===== config.mk =====
export PLATFORM = sky130hd
export DESIGN_NAME = rs_dsp_lane_mult
export DESIGN_NICKNAME = d
export VERILOG_FILES = /design/src/rtl/rs_dsp_pkg.sv /design/src/rtl/rs_dsp_mult_regout_model_lane_mult.sv
export SDC_FILE = /design/constraint.sdc
export NUM_CORES = 1
export LEC_CHECK = 0
export ABC_CLOCK_PERIOD_IN_PS = 5400
export CELL_PAD_IN_SITES_DETAIL_PLACEMENT = 1
export CELL_PAD_IN_SITES_GLOBAL_PLACEMENT = 2
export CORE_MARGIN = 10
export CORE_UTILIZATION = 30
export DETAILED_ROUTE_END_ITERATION = 8
export PLACE_DENSITY = 0.84
export SETUP_SLACK_MARGIN = 0.4
export SLEW_MARGIN = 20
export SYNTH_ARGS = -nofsm -noshare
export SYNTH_HDL_FRONTEND = slang
export SYNTH_SLANG_ARGS = --single-unit

===== constraint.sdc =====
create_clock -name vclk -period 5.4
set_input_delay 0.54 -clock vclk [all_inputs]
set_output_delay 0.54 -clock vclk [all_outputs]
set_load 0.05 [all_outputs]

===== src/rtl/rs_dsp_pkg.sv =====
// rs_dsp_pkg
// Shared layout constants for the RS_DSP_MULT_REGOUT model: MODE_BITS field
// positions, lane and full-width operand sizes, and a coefficient extractor.
package rs_dsp_pkg;

    localparam int MODE_W       = 85;
    localparam int COEFF_W      = 20;
    localparam int COEFF0_LSB   = 65;
    localparam int COEFF1_LSB   = 45;
    localparam int COEFF2_LSB   = 25;
    localparam int COEFF3_LSB   = 5;
    localparam int FRACTURE_BIT = 0;

    // Fractured lane widths
    localparam int A_W = 10;
    localparam int B_W = 9;
    localparam int Z_W = 19;

    // Single (non-fractured) multiply widths
    localparam int FULL_A_W = 2 * A_W;
    localparam int FULL_B_W = 2 * B_W;
    localparam int FULL_Z_W = 2 * Z_W;

    function automatic logic [COEFF_W-1:0] get_coeff(input logic [MODE_W-1:0] mode,
                                                     input logic [1:0]        idx);
        logic [COEFF_W-1:0] r_coeff;
        r_coeff = '0;
        case (idx)
            2'd0:    r_coeff = mode[COEFF0_LSB +: COEFF_W];
            2'd1:    r_coeff = mode[COEFF1_LSB +: COEFF_W];
            2'd2:    r_coeff = mode[COEFF2_LSB +: COEFF_W];
            default: r_coeff = mode[COEFF3_LSB +: COEFF_W];
        endcase
        return r_coeff;
    endfunction

endpackage


===== src/rtl/rs_dsp_mult_regout_model_lane_mult.sv =====
// rs_dsp_lane_mult
// Combinational 10x9 multiplier with per-operand signed/unsigned selection.
// Ports:
//   i_a, i_b          : lane operands (A_W, B_W bits)
//   i_unsigned_a/b    : 1 = zero-extend the operand, 0 = sign-extend
//   o_p               : product, EXT_W bits
// EXT_W is the width both operands are extended to before multiplying; with
// EXT_W = Z_W the truncated product is still exact for every operand pair.
module rs_dsp_lane_mult
    import rs_dsp_pkg::*;
#(
    parameter int EXT_W = Z_W
) (
    input  logic [A_W-1:0]   i_a,
    input  logic [B_W-1:0]   i_b,
    input  logic             i_unsigned_a,
    input  logic             i_unsigned_b,
    output logic [EXT_W-1:0] o_p
);

    logic             w_a_sign;
    logic             w_b_sign;
    logic [EXT_W-1:0] w_a_ext;
    logic [EXT_W-1:0] w_b_ext;

    assign w_a_sign = ~i_unsigned_a & i_a[A_W-1];
    assign w_b_sign = ~i_unsigned_b & i_b[B_W-1];
    assign w_a_ext  = {{(EXT_W-A_W){w_a_sign}}, i_a};
    assign w_b_ext  = {{(EXT_W-B_W){w_b_sign}}, i_b};

    // Modulo-2^EXT_W product of the extended operands equals the low bits of
    // the true signed product.
    assign o_p = w_a_ext * w_b_ext;

endmodule


==> results of run 1 <==
-- critical path, stage by stage --
cell and delay, ns:
buf_6 0.09, buf_6 0.12, buf_6 0.11, and2_4 0.15
fa_1 0.50, fa_1 0.52, fa_1 0.52, fa_1 0.57
inv_2 0.04, fa_1 0.51, inv_2 0.05, ha_4 0.24
and3_4 0.16, and3_4 0.17, a211oi_4 0.22, a31oi_4 0.14
a21o_1 0.21, a21oi_4 0.20, xnor2_4 0.16, buf_12 0.16
-- layer usage --
layer / up-vias / track usage [%]
met4: 0 / 0.6579
li1: 1608 / -
met2: 37 / 24.93
met5: - / 0
met1: 1760 / 15.92
met3: 4 / 0.6677
-- cell families (layout without fill, tap and decap cells) --
family / after synthesis / in the layout / share of synthesized area (%)
compound gates: 33 / 33 / 5.823
xor+xnor: 24 / 24 / 5.288
fa+ha+maj: 137 / 137 / 60.12
buf+inv: 144 / 276 / 13.60
simple gates: 125 / 125 / 15.17
-- through the flow --
stage | setup TNS, ns | instance area [sq um] | setup WS (ns)
after floorplan | -0.2087 | 4377 | -0.1011
after global placement | -6.280 | 5492 | -0.8935
after detailed placement | -6.959 | 5492 | -0.9732
after CTS | -2.486 | 5891 | -0.5876
after global routing | -3.343 | 6148 | -0.6780
final | -2.202 | 6148 | -0.5182
-- cells in the final DEF, fill, tap and decap left out, types with 2 or more instances in the layout --
cell	count
a211oi_4	2
a21o_1	6
a21oi_1	2
a21oi_2	3
a21oi_4	4
and2_1	32
and2_4	10
and3_4	2
buf_12	13
buf_2	8
buf_4	91
buf_6	27
buf_8	3
clkbuf_2	2
clkdlybuf4s50_1	5
fa_1	84
fa_2	6
ha_1	36
ha_4	11
inv_1	102
inv_2	22
nand2_1	47
nand2_2	4
nand2_4	8
nor2_1	8
nor2_2	2
nor3_4	3
o21a_1	3
o21ai_0	2
o21ai_4	2
o21bai_1	2
or2_2	2
xnor2_1	12
xnor2_2	3
xnor2_4	4
xor2_1	2
xor2_4	3
-- area by class of cell --
type	instances	area share [%]
multi-input cells	319	65.47
repair buffers	152	23.46
inverters	124	7.570
well taps	172	3.500
-- final timing paths --
path                  end  slack, ns
hold / removal    o_p[18]       2.07
setup / recovery  o_p[18]      -0.52
-- repair_timing --
item | in CTS | in global routing
pin swaps | 50 | 62
hold endpoints to repair | 0 | 0
gates resized for setup | 136 | 64
setup endpoints to repair | 14 | 12
gates cloned | 1 | 0
setup buffers | 30 | 11
==> out/metrics.cfg, run 1 <==
[routing]
wl_met2_mm=6.519
wl_met3_um=217
first_iter_violations=63
firstDrtPassIters=4
wl_per_cell_um=15.64
totalWireLength_mm=12.00
num_vias=3409
topRoutingLayerUsed=met4
drtAntennaViolNets=0
viasPerCell=4.445
drc=0
wl_met1_mm=5.221

[worst_setup_path]
start_kind=input port
crit_type=in -> out
critical_path.startpoint=i_a[4]
cp.required_ns=4.86
cp_max_fo=5
endpoint_kind=primary output
cp.arrival_ns=5.38

[sta]
rsz0062_at_grt=true
hold_viol_final=0
finalMaxSlewViolations=0
period_needed_ns=5.918
worst_pin_slew_ns=0.5235
worst_slack_ns=-0.5182
whs_ns=2.067
period_share_pct=109.6
setup_viol=7
fmax_mhz=169.0
max_slew_margin_pct=64.99

[floorplan]
die-height_um=135.1
dieArea_sq_um=18250
core_sq_um=12770
ioPinCount=40
start_util_pct=31.12
die_width_um=135.1
rows=41

[yosys]
syn_avg_cell_area_sq_um=8.585
yosysTopAreaCellShare_pct=45.33
synthTopCellsByArea=fa_1 (45%), ha_1 (15%), inv_1 (12%)
ys_warn_count=0
synth-seq-area-share_pct=0
synthCells=463
synth_area_sq_um=3975
synth_cell_types=29
syn_nets=621
yosysMostFrequentCell=inv_1
synth_top_area_cell=fa_1
yosys-top-cells-count=inv_1 (124), fa_1 (90), nand2_1 (59)

[cells_and_area]
drive_above_1_share_pct=41.18
flops_and_latches=0
multi_input_area_sq_um=4025
fin_cells=767
area_delta_synth_final_pct=54.67
n_antenna_cell=0
final_nets=755
final_core_util_pct=48.13
nClkBuffers=0
seq_area_sq_um=0
fillers=1441

[placement]
placedCellCount=725
port_buffers=40
place_congestion=0.8439
dp_hpwl_mm=9.739

[global_route]
grt_max_degree=11
grt.total_usage_pct=12.88
grt_antenna_before_repair=0
grt_pass1_vias=3952
grt_pass1_wl_mm=19.65
grt-ovfl-total=0

[run]
cap_viol_max_count=0

[hold_path]
worstHoldPathCells=8
hp-class=in -> out
hold_start=i_unsigned_b

[outcome]
outcome=complete, but fails checks
violations=setup timing

[clock_network]
postCtsHoldBufs=0

Power of run 1 is not shown: default switching activity piles up to over one toggle a cycle in this logic, so the estimate is an artifact.
==> run 2: changes to the inputs <==
--- a/config.mk
+++ b/config.mk
@@ -5,13 +5,13 @@
 export SDC_FILE = /design/constraint.sdc
 export NUM_CORES = 1
 export LEC_CHECK = 0
-export ABC_CLOCK_PERIOD_IN_PS = 5400
+export ABC_CLOCK_PERIOD_IN_PS = 6300
 export CELL_PAD_IN_SITES_DETAIL_PLACEMENT = 1
 export CELL_PAD_IN_SITES_GLOBAL_PLACEMENT = 2
 export CORE_MARGIN = 10
 export CORE_UTILIZATION = 30
 export DETAILED_ROUTE_END_ITERATION = 8
-export PLACE_DENSITY = 0.84
+export PLACE_DENSITY = 0.81
 export SETUP_SLACK_MARGIN = 0.4
 export SLEW_MARGIN = 20
 export SYNTH_ARGS = -nofsm -noshare
==> constraint.sdc (replaced) <==
create_clock -name vclk -period 6.3
set_input_delay 0.63 -clock vclk [all_inputs]
set_output_delay 0.63 -clock vclk [all_outputs]
set_load 0.05 [all_outputs]
==> out/metrics.cfg, run 2 (synthesized netlist as in run 1, its figures left out) <==
[outcome]
outcome=finished clean

[worst_setup_path]
crit_type=in -> out
endpoint_kind=primary output
cp_num_buf_inv=10
cp.required_ns=5.67
start_kind=input port
critPathMaxStageDelay_ns=0.57
critical_path.startpoint=i_a[9]
crit_family=adder cells
cp_max_fo=3
path_cells=buf_6, nor2b_4, buf_6, nand2_4, buf_6, buf_6, fa_1, inv_2, buf_4, buf_6, fa_1, fa_1, inv_2, fa_1, fa_1, inv_2, ha_4, a2111o_1, a31o_1, a21oi_4, xnor2_4, buf_12
cp_slowest_cell=fa_1
cp_num_cells=22
cp.arrival_ns=5.54

[cells_and_area]
layout_common_cells=inv_1 (110), fa_1 (85), buf_4 (65)
final_common_cell=inv_1
fillers=1463
n_antenna_cell=0
flops_and_latches=0
drive_above_1_share_pct=31.15
seq_area_sq_um=0
area_delta_synth_final_pct=41.86
nClkBuffers=0
final_nets=725

[hold_path]
hold_end=o_p[18]
hp-class=in -> out
worstHoldPathCells=8
hold_start=i_unsigned_b

[clock_network]
postCtsHoldBufs=0

[routing]
wl_per_cell_um=14.97
viasPerCell=4.539
drc=0
firstDrtPassIters=4
first_iter_violations=73
num_vias=3345
drtAntennaViolNets=0
totalWireLength_mm=11.04

[sta]
fmax_mhz=162.1
period_needed_ns=6.170
max_slew_margin_pct=65.57
worst_slack_ns=0.1301
hold_viol_final=0
worst_pin_slew_ns=0.5149
period_share_pct=97.94
rsz0062_at_grt=true
setup_viol=0
finalMaxSlewViolations=0

[placement]
dp_hpwl_mm=9.535
place_congestion=0.8230
post-place-ws_ns=-0.3613
port_buffers=40

[floorplan]
die-height_um=135.1
dieArea_sq_um=18250
rows=41
core_sq_um=12770
die_width_um=135.1
ioPinCount=40
start_util_pct=31.12

[global_route]
grt_antenna_before_repair=0
grt_max_degree=12
grt_pass1_vias=3975
grt_pass1_wl_mm=18.35
grt.total_usage_pct=11.92
grt-ovfl-total=0

[run]
cap_viol_max_count=0

run 2: cell count changes in the layout (fill, tap and decap cells not counted), sizes merged:
cell / change
dlygate4sd2: +2
clkbuf: +1
clkdlybuf4s15: +1
clkdlybuf4s50: +2
buf: -36
run 2: per-stage QoR:
stage | std cells | TNS (ns) | hold WS [ns] | util, % | instance area (sq um)
2_1_floorplan | 463 | 0 | 1.545 | - | 4035
3_3_place_gp | 716 | -0.7833 | 2.550 | 40.16 | 5130
3_5_place_dp | 716 | -1.125 | 2.585 | 40.16 | 5130
4_1_cts | 730 | 0 | 2.247 | 42.71 | 5455
5_1_grt | 737 | -0.05377 | 2.280 | 44.15 | 5639
6_report | 737 | 0 | 2.231 | 44.15 | 5639
run 2: cell type report:
class	count	area, sq um	area share (%)
Inverter	124	465.4	8.254
Timing Repair Buffer	122	1204	21.34
Tap cell	172	215.2	3.816
Multi-Input combinational cell	319	3755	66.59
run 2: per-layer routing:
metal / part of all wire, % / global-route usage [%] / wire length [um] / vias up
li1: - / - / - / 1544
met1: 37 / 13.32 / 4107 / 1748
met2: 59 / 23.98 / 6478 / 41
met3: 2.4 / 1.001 / 270 / 12
met4: 1.6 / 1.734 / 178 / 0
met5: 0 / 0 / 0 / -
run 2: repair_timing:
item                                    CTS  global route
setup buffers                            13             7
endpoints found under the setup margin   11             8
cloned                                    1             0
gates resized for setup                 116            65
pin swaps                                50            50
run 2: how the worst max path moves through the flow:
stage	end
floorplan	o_p[18]
global placement	o_p[17]
detailed placement	o_p[17]
CTS	o_p[18]
global route	o_p[18]
finish	o_p[17]
Power of run 2 is left out for the same reason.
==> RTL change: new RTL, flow settings as in run 1 <==
The package constant `A_W` goes from 10 to 14.
--- a/src/rtl/rs_dsp_pkg.sv
+++ b/src/rtl/rs_dsp_pkg.sv
@@ -12,7 +12,7 @@
     localparam int FRACTURE_BIT = 0;
 
     // Fractured lane widths
-    localparam int A_W = 10;
+    localparam int A_W = 14;
     localparam int B_W = 9;
     localparam int Z_W = 19;
 
Interface: changed (resized i_a); port bits go from 40 to 44. No check against the original RTL was run, so the function may have changed too.
==> RTL change against run 1 <==
The run still ends with negative setup slack left. Synthesized cell count rose by 10%. Routed wire length rose by 17%. Synthesized area rose by 8.7%. Setup slack improved by 0.23 ns. Via count rose by 11%. Final area rose by 8.3%.
Power is not shown: default switching activity piles up to over one toggle a cycle in this logic, so the estimate is an artifact.
==> RTL change: results <==
metrics = {
    "synth": {
        "yosysSeqAreaShare_pct": 0,
        "ys_types": 35,
        "syn_nets": 678,
        "synthCells": 511,
        "ys_top_cells_by_count": "inv_1 (128), fa_1 (95), nand2_1 (75), and2_1 (53), ha_1 (47)",
        "synth_area_leaders": "fa_1 (44%), ha_1 (14%), inv_1 (11%), and2_1 (7.7%), nand2_1 (6.5%)",
        "ys_warn_count": 0,
    },
    "placed_design": {
        "dp_hpwl_mm": 11.56,
        "place_congestion": 0.9283,
        "postPlaceCellArea_um2": 5906,
        "io_buffers": 44,
        "placedCellCount": 791,
    },
    "route": {
        "wl_met1_mm": 5.620,
        "routed.top_layer": "met4",
        "via_count": 3796,
        "post_drt_wl_per_cell_um": 17.01,
        "first_pass_iters": 4,
        "drt_iter0_drc": 124,
        "wl_met3_um": 362,
        "vias_per_cell": 4.585,
        "wl_met2_mm": 7.771,
    },
    "final_layout": {
        "fillCellCount": 1601,
        "design.seq.count": 0,
        "antennaDiodeCount": 0,
        "num-clock-buffers": 0,
        "layout.nets": 817,
        "drive_gt1_share_pct": 39.04,
    },
    "critical_path": {
        "crit_arrival_ns": 5.15,
        "cp_max_fo": 4,
        "startpoint": "i_unsigned_b",
        "critPathCapture": "o_p[17]",
    },
    "flow_run": {
        "maxCapViolCount": 0,
    },
    "global_route": {
        "grt_max_degree": 11,
        "grt_usage_pct": 14.24,
        "grt_pass1_vias": 4565,
        "grt_pass1_wl_mm": 23.40,
        "antenna_found_initial": 0,
    },
    "run_status": {
        "status": "complete, but fails checks",
        "violations": "negative setup slack",
    },
    "sta": {
        "setup_ws_ns": -0.2881,
        "finalSetupViolCount": 6,
        "relSlewSlack_pct": 66.07,
    },
    "hold_path": {
        "min_path_cells": 8,
        "hold_class": "input port to output port",
    },
}
RTL change: area by class of cell:
class | count | area share (%)
well taps | 180 | 3.382
multi-input cells | 363 | 66.76
inverters | 128 | 7.215
repair buffers | 157 | 22.64
RTL change: per-layer routing:
| metal | global-route usage (%) | vias to the layer above |
|---|---|---|
| met5 | 0 | - |
| met1 | 16.01 | 1944 |
| met4 | 2.500 | 0 |
| li1 | - | 1770 |
| met2 | 28.11 | 58 |
| met3 | 1.454 | 24 |
RTL change: kinds of logic (layout without fill, tap and decap cells):
family                     count (synthesis)  after routing  share of synthesized area [%]
buffers and inverters                    148            285                          12.85
xor gates and xnor gates                  28             28                          5.675
AOI/OAI and AO/OA                         35             35                          5.993
and+or+nand+nor                          158            158                          17.86
adders and majority gates                142            142                          57.61
RTL change: worst min-delay path by stage:
stage,from,endpoint
6_report,i_unsigned_b,o_p[18]
5_1_grt,i_unsigned_b,o_p[18]
4_1_cts,i_unsigned_b,o_p[18]
3_5_place_dp,i_unsigned_b,o_p[18]
3_3_place_gp,i_unsigned_b,o_p[18]
2_1_floorplan,i_a[0],o_p[0]
RTL change: stage by stage:
stage / hold WS, ns / setup WS, ns / util [%] / TNS [ns]
after global placement: 2.385 / -0.7773 / 42.22 / -6.337
after detailed placement: 2.437 / -0.8855 / 42.22 / -7.445
after global routing: 2.085 / -0.4238 / 47.60 / -2.437
final: 2.012 / -0.2881 / 47.60 / -1.270
after floorplan: 1.384 / -0.2211 / - / -0.3801
after CTS: 2.017 / -0.4639 / 46.40 / -2.329
RTL change: worst max-delay path, stage by stage:
cell      delay [ns]
buf_6           0.09
nand2b_4        0.16
buf_6           0.13
nor2_4          0.10
fa_1            0.45
fa_1            0.54
fa_2            0.47
fa_1            0.51
inv_2           0.04
fa_2            0.52
inv_2           0.04
ha_4            0.23
a311oi_4        0.32
o31ai_4         0.13
o31a_1          0.30
buf_6           0.14
o311ai_4        0.25
buf_12          0.18
RTL change: repair_timing:
| action | CTS | global route |
|---|---|---|
| gates resized for setup | 185 | 43 |
| gates cloned | 3 | 0 |
| pin swaps | 68 | 51 |
| setup endpoints to repair | 14 | 12 |
| setup buffers | 26 | 8 |
| hold buffers | 0 | 0 |
